### config.mk
export PLATFORM = sky130hd
export DESIGN_NAME = branch_resolve_ctrl_flat
export DESIGN_NICKNAME = d
export VERILOG_FILES = /design/src/rtl/branch_resolve_ctrl_if.sv /design/src/rtl/branch_resolve_ctrl.sv /design/src/flat_wrapper.sv
export SDC_FILE = /design/constraint.sdc
export NUM_CORES = 1
export LEC_CHECK = 0
export ABC_CLOCK_PERIOD_IN_PS = 3200
export BUFFER_PORTS_ARGS = -buffer_cell sky130_fd_sc_hd__buf_4
export CORE_MARGIN = 2
export CORE_UTILIZATION = 43
export DETAILED_ROUTE_END_ITERATION = 10
export PLACE_DENSITY = 0.91
export SYNTH_ARGS = -nofsm -noshare
export SYNTH_HDL_FRONTEND = slang
export SYNTH_SLANG_ARGS = --single-unit
### constraint.sdc
create_clock -name clk -period 3.2 [get_ports clk]
set_input_delay 0.32 -clock clk [delete_from_list [all_inputs] [get_ports clk]]
set_output_delay 0.32 -clock clk [all_outputs]
set_load 0.01 [all_outputs]
### src/rtl/branch_resolve_ctrl_if.sv
// Interface bundling the decode-side branch information, the PC redirect,
// the predictor table write port and the fetch-side bypass of
// branch_resolve_ctrl.
//   master : drives decode/fetch inputs, consumes redirect/update/bypass
//            (decode stage, testbench)
//   slave  : the resolution controller itself
interface branch_resolve_ctrl_if #(
  parameter int unsigned IDX_W  = 4,
  parameter int unsigned ADDR_W = 16
);
  // Decode-side inputs
  logic              stall;
  logic              ID_valid;
  logic              is_branch;
  logic              actual_taken;
  logic [ADDR_W-1:0] actual_target;
  logic [1:0]        IF_ID_prediction;
  logic [ADDR_W-1:0] IF_ID_predicted_target;
  logic [ADDR_W-1:0] IF_ID_PC_curr;
  logic [ADDR_W-1:0] IF_ID_PC_next;
  logic [IDX_W-1:0]  PC_curr_idx;

  // Redirect
  logic              update_PC;
  logic [ADDR_W-1:0] redirect_target;
  logic              flush_IF_ID;

  // Predictor table write port
  logic              wen_BHT;
  logic              wen_BTB;
  logic [IDX_W-1:0]  upd_idx;
  logic [1:0]        upd_counter;
  logic [ADDR_W-1:0] upd_target;

  // Fetch bypass
  logic              byp_hit;
  logic [1:0]        byp_prediction;
  logic [ADDR_W-1:0] byp_target;

  modport master (
    output stall, ID_valid, is_branch, actual_taken, actual_target,
           IF_ID_prediction, IF_ID_predicted_target, IF_ID_PC_curr, IF_ID_PC_next,
           PC_curr_idx,
    input  update_PC, redirect_target, flush_IF_ID,
           wen_BHT, wen_BTB, upd_idx, upd_counter, upd_target,
           byp_hit, byp_prediction, byp_target
  );

  modport slave (
    input  stall, ID_valid, is_branch, actual_taken, actual_target,
           IF_ID_prediction, IF_ID_predicted_target, IF_ID_PC_curr, IF_ID_PC_next,
           PC_curr_idx,
    output update_PC, redirect_target, flush_IF_ID,
           wen_BHT, wen_BTB, upd_idx, upd_counter, upd_target,
           byp_hit, byp_prediction, byp_target
  );
endinterface

### src/rtl/branch_resolve_ctrl.sv
// Decode-stage branch resolution controller for the 16-bit pipeline.
// Compares each resolved branch with the prediction carried in IF/ID, raises
// a PC redirect plus IF/ID flush on a mispredict, and writes the updated 2-bit
// BHT counter / BTB target into the predictor one cycle later. A fetch-side
// bypass forwards the in-flight update to a fetch that hits the same index.
//
// Ports:
//   clk  : clock
//   rst  : synchronous, active-high reset
//   bus  : branch_resolve_ctrl_if.slave (decode inputs, redirect, table
//          write port, bypass)
//   stat_branches / stat_mispredicts / stat_btb_writes / stat_stalls :
//          16-bit saturating statistics, present only when BRANCH_STATS_EN
//          is defined.
module branch_resolve_ctrl #(
  parameter int unsigned IDX_W  = 4,
  parameter int unsigned ADDR_W = 16
) (
  input  logic                  clk,
  input  logic                  rst,
  branch_resolve_ctrl_if.slave  bus
`ifdef BRANCH_STATS_EN
  ,
  output logic [15:0]           stat_branches,
  output logic [15:0]           stat_mispredicts,
  output logic [15:0]           stat_btb_writes,
  output logic [15:0]           stat_stalls
`endif
);

  typedef enum logic [0:0] {StIdle, StSquash} state_e;

  state_e state_q, state_d;

  logic              resolve;
  logic              mispredicted;
  logic              target_miscomputed;
  logic              redir_taken;
  logic              redir_ft;
  logic              redirect;
  logic [1:0]        counter_next;

  logic              wen_bht_q;
  logic              wen_btb_q;
  logic [IDX_W-1:0]  upd_idx_q;
  logic [1:0]        upd_counter_q;
  logic [ADDR_W-1:0] upd_target_q;

  // Only the low PC bits index the tables.
  logic unused_pc_hi;
  assign unused_pc_hi = ^bus.IF_ID_PC_curr[ADDR_W-1:IDX_W];

  // Resolution and redirect decision. Gating with rst drops a redirect that
  // coincides with reset.
  always_comb begin
    resolve            = bus.ID_valid & bus.is_branch & ~bus.stall &
                         (state_q == StIdle) & ~rst;
    mispredicted       = bus.IF_ID_prediction[1] != bus.actual_taken;
    target_miscomputed = bus.IF_ID_predicted_target != bus.actual_target;
    redir_taken        = resolve & bus.actual_taken & (mispredicted | target_miscomputed);
    redir_ft           = resolve & ~bus.actual_taken & bus.IF_ID_prediction[1];
    redirect           = redir_taken | redir_ft;

    // Saturating 2-bit counter step
    counter_next = bus.IF_ID_prediction;
    if (bus.actual_taken) begin
      if (bus.IF_ID_prediction != 2'b11) counter_next = bus.IF_ID_prediction + 2'b01;
    end else begin
      if (bus.IF_ID_prediction != 2'b00) counter_next = bus.IF_ID_prediction - 2'b01;
    end
  end

  always_comb begin
    bus.update_PC       = redirect;
    bus.flush_IF_ID     = redirect;
    bus.redirect_target = '0;
    if (redir_taken) begin
      bus.redirect_target = bus.actual_target;
    end else if (redir_ft) begin
      bus.redirect_target = bus.IF_ID_PC_next;
    end
  end

  // After a redirect the instruction now in ID is wrong-path; hold off
  // resolution until the pipeline has advanced past it.
  always_comb begin
    state_d = state_q;
    unique case (state_q)
      StIdle:   if (redirect) state_d = StSquash;
      StSquash: if (!bus.stall) state_d = StIdle;
      default:  state_d = StIdle;
    endcase
  end

  // Update stage: not held by stall, so each strobe is a single-cycle pulse.
  always_ff @(posedge clk) begin
    if (rst) begin
      state_q       <= StIdle;
      wen_bht_q     <= 1'b0;
      wen_btb_q     <= 1'b0;
      upd_idx_q     <= '0;
      upd_counter_q <= 2'b00;
      upd_target_q  <= '0;
    end else begin
      state_q   <= state_d;
      wen_bht_q <= resolve & (counter_next != bus.IF_ID_prediction);
      wen_btb_q <= resolve & bus.actual_taken & target_miscomputed;
      if (resolve) begin
        upd_idx_q     <= bus.IF_ID_PC_curr[IDX_W-1:0];
        upd_counter_q <= counter_next;
        upd_target_q  <= bus.actual_target;
      end
    end
  end

  assign bus.wen_BHT     = wen_bht_q;
  assign bus.wen_BTB     = wen_btb_q;
  assign bus.upd_idx     = upd_idx_q;
  assign bus.upd_counter = upd_counter_q;
  assign bus.upd_target  = upd_target_q;

  // Bypass: fields are zeroed unless their own strobe is live.
  assign bus.byp_hit        = (wen_bht_q | wen_btb_q) & (bus.PC_curr_idx == upd_idx_q);
  assign bus.byp_prediction = wen_bht_q ? upd_counter_q : 2'b00;
  assign bus.byp_target     = wen_btb_q ? upd_target_q : '0;

`ifdef BRANCH_STATS_EN
  logic [15:0] stat_branches_q, stat_mispredicts_q, stat_btb_writes_q, stat_stalls_q;

  always_ff @(posedge clk) begin
    if (rst) begin
      stat_branches_q    <= '0;
      stat_mispredicts_q <= '0;
      stat_btb_writes_q  <= '0;
      stat_stalls_q      <= '0;
    end else begin
      if (resolve && stat_branches_q != 16'hFFFF) stat_branches_q <= stat_branches_q + 16'd1;
      if (redirect && stat_mispredicts_q != 16'hFFFF) begin
        stat_mispredicts_q <= stat_mispredicts_q + 16'd1;
      end
      if (wen_btb_q && stat_btb_writes_q != 16'hFFFF) begin
        stat_btb_writes_q <= stat_btb_writes_q + 16'd1;
      end
      if (bus.stall && stat_stalls_q != 16'hFFFF) stat_stalls_q <= stat_stalls_q + 16'd1;
    end
  end

  assign stat_branches    = stat_branches_q;
  assign stat_mispredicts = stat_mispredicts_q;
  assign stat_btb_writes  = stat_btb_writes_q;
  assign stat_stalls      = stat_stalls_q;
`endif

endmodule

### src/flat_wrapper.sv
// flat-port wrapper written by rule: the top's interface ports become plain ports
module branch_resolve_ctrl_flat 
#(
  parameter int unsigned IDX_W  = 4,
  parameter int unsigned ADDR_W = 16
)
  (clk, rst, bus_stall, bus_ID_valid, bus_is_branch, bus_actual_taken, bus_actual_target, bus_IF_ID_prediction, bus_IF_ID_predicted_target, bus_IF_ID_PC_curr, bus_IF_ID_PC_next, bus_PC_curr_idx, bus_update_PC, bus_redirect_target, bus_flush_IF_ID, bus_wen_BHT, bus_wen_BTB, bus_upd_idx, bus_upd_counter, bus_upd_target, bus_byp_hit, bus_byp_prediction, bus_byp_target);
  branch_resolve_ctrl_if #(.IDX_W(IDX_W), .ADDR_W(ADDR_W)) bus_i ();
  input  logic clk;
  input  logic rst;
  input wire logic [$bits(bus_i.stall)-1:0] bus_stall;
  input wire logic [$bits(bus_i.ID_valid)-1:0] bus_ID_valid;
  input wire logic [$bits(bus_i.is_branch)-1:0] bus_is_branch;
  input wire logic [$bits(bus_i.actual_taken)-1:0] bus_actual_taken;
  input wire logic [$bits(bus_i.actual_target)-1:0] bus_actual_target;
  input wire logic [$bits(bus_i.IF_ID_prediction)-1:0] bus_IF_ID_prediction;
  input wire logic [$bits(bus_i.IF_ID_predicted_target)-1:0] bus_IF_ID_predicted_target;
  input wire logic [$bits(bus_i.IF_ID_PC_curr)-1:0] bus_IF_ID_PC_curr;
  input wire logic [$bits(bus_i.IF_ID_PC_next)-1:0] bus_IF_ID_PC_next;
  input wire logic [$bits(bus_i.PC_curr_idx)-1:0] bus_PC_curr_idx;
  output wire logic [$bits(bus_i.update_PC)-1:0] bus_update_PC;
  output wire logic [$bits(bus_i.redirect_target)-1:0] bus_redirect_target;
  output wire logic [$bits(bus_i.flush_IF_ID)-1:0] bus_flush_IF_ID;
  output wire logic [$bits(bus_i.wen_BHT)-1:0] bus_wen_BHT;
  output wire logic [$bits(bus_i.wen_BTB)-1:0] bus_wen_BTB;
  output wire logic [$bits(bus_i.upd_idx)-1:0] bus_upd_idx;
  output wire logic [$bits(bus_i.upd_counter)-1:0] bus_upd_counter;
  output wire logic [$bits(bus_i.upd_target)-1:0] bus_upd_target;
  output wire logic [$bits(bus_i.byp_hit)-1:0] bus_byp_hit;
  output wire logic [$bits(bus_i.byp_prediction)-1:0] bus_byp_prediction;
  output wire logic [$bits(bus_i.byp_target)-1:0] bus_byp_target;
  assign bus_i.stall = bus_stall;
  assign bus_i.ID_valid = bus_ID_valid;
  assign bus_i.is_branch = bus_is_branch;
  assign bus_i.actual_taken = bus_actual_taken;
  assign bus_i.actual_target = bus_actual_target;
  assign bus_i.IF_ID_prediction = bus_IF_ID_prediction;
  assign bus_i.IF_ID_predicted_target = bus_IF_ID_predicted_target;
  assign bus_i.IF_ID_PC_curr = bus_IF_ID_PC_curr;
  assign bus_i.IF_ID_PC_next = bus_IF_ID_PC_next;
  assign bus_i.PC_curr_idx = bus_PC_curr_idx;
  assign bus_update_PC = bus_i.update_PC;
  assign bus_redirect_target = bus_i.redirect_target;
  assign bus_flush_IF_ID = bus_i.flush_IF_ID;
  assign bus_wen_BHT = bus_i.wen_BHT;
  assign bus_wen_BTB = bus_i.wen_BTB;
  assign bus_upd_idx = bus_i.upd_idx;
  assign bus_upd_counter = bus_i.upd_counter;
  assign bus_upd_target = bus_i.upd_target;
  assign bus_byp_hit = bus_i.byp_hit;
  assign bus_byp_prediction = bus_i.byp_prediction;
  assign bus_byp_target = bus_i.byp_target;
  branch_resolve_ctrl #(.IDX_W(IDX_W), .ADDR_W(ADDR_W)) u_core (.clk(clk), .rst(rst), .bus(bus_i));
endmodule
==> impl_metrics.env <==
export IMPL_outcome="finished, final reports clean"
export IMPL_slew_headroom=0.6617
export IMPL_power_total_mw=0.7210
export IMPL_required_ns=2.88
export IMPL_timing_critical_path_from="u_core.state_q$_SDFF_PP0_"
export IMPL_sw_frac_of_total=0.2809
export IMPL_synth_seq_area_share=0.2855
export IMPL_pre_cts_ws_ns=0.9636
export IMPL_grt_usage=0.2521
export IMPL_nets=414
export IMPL_clkLatencyLatePin_ns=0.27
export IMPL_clkPwrFrac=0.267
export IMPL_antenna_left=0
export IMPL_ys_types=31
export IMPL_end_kind="output pin"
export IMPL_clkSlewWorstSetupHoldPaths_ns=0.10
export IMPL_min_from="bus_IF_ID_PC_curr[1]"
export IMPL_tightest_slew_ns=0.5067
export IMPL_antenna_found_initial=0
export IMPL_layout_drive_gt1_share=0.4332
export IMPL_grt_pass1_vias=1899
export IMPL_arrival_ns=1.91
export IMPL_dpl_hpwl_mm=4.450
export IMPL_start_util=0.4414
export IMPL_rows=23
export IMPL_core_area_sq_um=3971
export IMPL_crit_fanout=39
export IMPL_cts_root_buffer="clkbuf_8"
export IMPL_switchingPower_mw=0.2025
export IMPL_finalHoldViolCount=0
export IMPL_reg2reg_slack_ns=1.49
export IMPL_grt_pass1_wl_mm=8.976
export IMPL_slowest_delay_ns=0.39
export IMPL_timing_clock_skew_ns=0.01140
export IMPL_syn_inst=225
export IMPL_hold_class="input pin to flip-flop"
export IMPL_drc=0
export IMPL_cp_cell_sequence="nor4_2, buf_4, o21ai_0, a31oi_1, buf_4"
export IMPL_syn_area_sq_um=1753
export IMPL_cp_start_kind="flip-flop"
export IMPL_ir_drop_uv=187.4
export IMPL_syn_area_per_cell_sq_um=7.791
export IMPL_critPathKind="flip-flop to output pin"
export IMPL_fin_ws_ns=0.9670
export IMPL_p_leak_nw=1.306
export IMPL_final_common_cell="buf_4"
export IMPL_h_tree_depth=1
export IMPL_cp_buffers_inverters=2
export IMPL_firstDrtPassIters=4
export IMPL_tritoncts="yes"
export IMPL_setup_viol=0
export IMPL_clock_fmax_mhz=447.8
export IMPL_worst_path_max_delay_cell="buf_4"
export IMPL_area_delta_synth_final_pct=56.53
export IMPL_antenna_cells=0
export IMPL_cts_resized_gates=0
export IMPL_crit_family="buffers and inverters"
export IMPL_die_h_um=67.85
export IMPL_place_congestion=0.8296
export IMPL_grt_use_met3=0.02632
export IMPL_cts_hold_buffers_added=0
export IMPL_drt_iter0_drc=175
export IMPL_cts_sinks=25
export IMPL_seqPwrFrac=0.459
export IMPL_ys_top_cells_by_area="dfxtp_1 29%, nand2_1 9.2%, nand3b_1 9.0%"
export IMPL_rsz0062_at_grt="false"
export IMPL_vias=2069
export IMPL_grt_busiest_layer="met2"
export IMPL_comb_power_share=0.274
export IMPL_use_met1=0.3253
export IMPL_cts_setup_buffers=0
export IMPL_yosysWarnings=0
export IMPL_reg2reg_from="u_core.state_q$_SDFF_PP0_"
export IMPL_synth_top_area_frac=0.2855
export IMPL_final_cell_mix="130 x buf_4, 43 x nand2_1, 25 x dfxtp_1"
export IMPL_cts_buffers=3
export IMPL_max_cap_violations=0
export IMPL_via_per_inst=5.346
export IMPL_synth_nets=301
export IMPL_met2_usage=0.4547
export IMPL_die_x_um=67.85
export IMPL_port_buffer_count=124
export IMPL_p_per_area_nw_per_um2=262.8
export IMPL_grt_start_max_net_pins=40
export IMPL_clk_path_buf_depth=2
export IMPL_fin_setup_tns_ns=0
export IMPL_wirelength_mm=5.881
export IMPL_power_internal_mw=0.5185
export IMPL_overflow=0
export IMPL_wl_per_cell_um=15.20
export IMPL_synth_largest_area_cell="dfxtp_1"
export IMPL_min_period_ns=2.233
export IMPL_die_area_sq_um=4604
export IMPL_synth_seq_cells=25
export IMPL_fin_crit_sh=0.6978
export IMPL_drv_slew=0
export IMPL_critPathMostFrequentCell="buf_4"
export IMPL_pin_count=137
## cell type report
cell class                      count  area (sq um)
Fill cell                         351          1227
Multi-Input combinational cell    176          1149
Timing Repair Buffer              130         975.9
Sequential cell                    25         500.5
Tap cell                           50         62.56
Clock buffer                        3         41.29
Clock inverter                      1         7.507
Inverter                            2         7.507
## routing by layer
metal  part of all wire  vias to the layer above
met5                  0                        -
met4             0.0054                        0
met3              0.064                        2
met2               0.54                       73
met1               0.39                      981
li1                   -                     1013
## flip-flops by register name, indices dropped and copies added (netlist names)
name	cells
u_core.state_q	1
u_core.bus.upd_idx	4
u_core.bus.upd_target	16
u_core.bus.upd_counter	2
u_core.bus.wen_BHT	1
u_core.bus.wen_BTB	1
## power by group through the flow
stage               logic (mW)  registers (mW)  clock network, mW
global route             0.214           0.332              0.209
CTS                      0.198           0.331              0.194
detailed placement       0.197           0.338                  0
floorplan               0.0815           0.341                  0
finish                   0.198           0.331              0.192
global placement         0.192           0.338                  0
## path summary, 6_finish.rpt
kind / depth (start not counted) / to
setup / recovery: 5 / bus_flush_IF_ID
setup reg to reg: 4 / u_core.state_q$_SDFF_PP0_
hold reg to reg: 2 / u_core.bus.upd_target[5]$_SDFFE_PP0N_
hold / removal: 3 / u_core.bus.upd_idx[1]$_SDFFE_PP0N_
## per-stage QoR
step | cell area (sq um) | util | hold WS, ns | cells
finish | 2744 | 0.6909 | 0.2258 | 387
global route | 2744 | 0.6909 | 0.2346 | 387
detailed placement | 2695 | 0.6786 | 0.4735 | 383
CTS | 2744 | 0.6909 | 0.2288 | 387
floorplan | 1753 | - | 0.4190 | 225
global placement | 2695 | 0.6786 | 0.4718 | 383
## logic make-up after synthesis
group	share of synthesized area
buffers and inverters	0.06281
adders and majority gates	0.005710
DFF	0.2855
AOI/OAI and AO/OA	0.1884
and+or+nand+nor	0.3576
xor gates and xnor gates	0.09993
## cell usage after synthesis (all sizes together)
| cell | n |
|---|---|
| and2 | 18 |
| o22ai | 16 |
| nand4 | 4 |
| nand3b | 21 |
| clkbuf | 12 |
| a22oi | 16 |
| dfxtp | 25 |
| xor2 | 3 |
| nand2 | 43 |
| buf | 10 |
| and3 | 1 |
| nor4 | 3 |
| a221oi | 1 |
| o211a | 1 |
| inv | 2 |
| or4 | 1 |
| o31ai | 1 |
| xnor2 | 17 |
| nor2 | 4 |
| a21oi | 1 |
| o21ai | 2 |
| maj3 | 1 |
| nor3 | 3 |
| a31oi | 1 |
| nand3 | 16 |
| nor2b | 2 |
## worst min-delay path, stage by stage
cell and delay [ns]:
buf_4 0.07, nand2_1 0.04, nand2_1 0.04
Note: power is estimated with default switching activity, not from simulation.
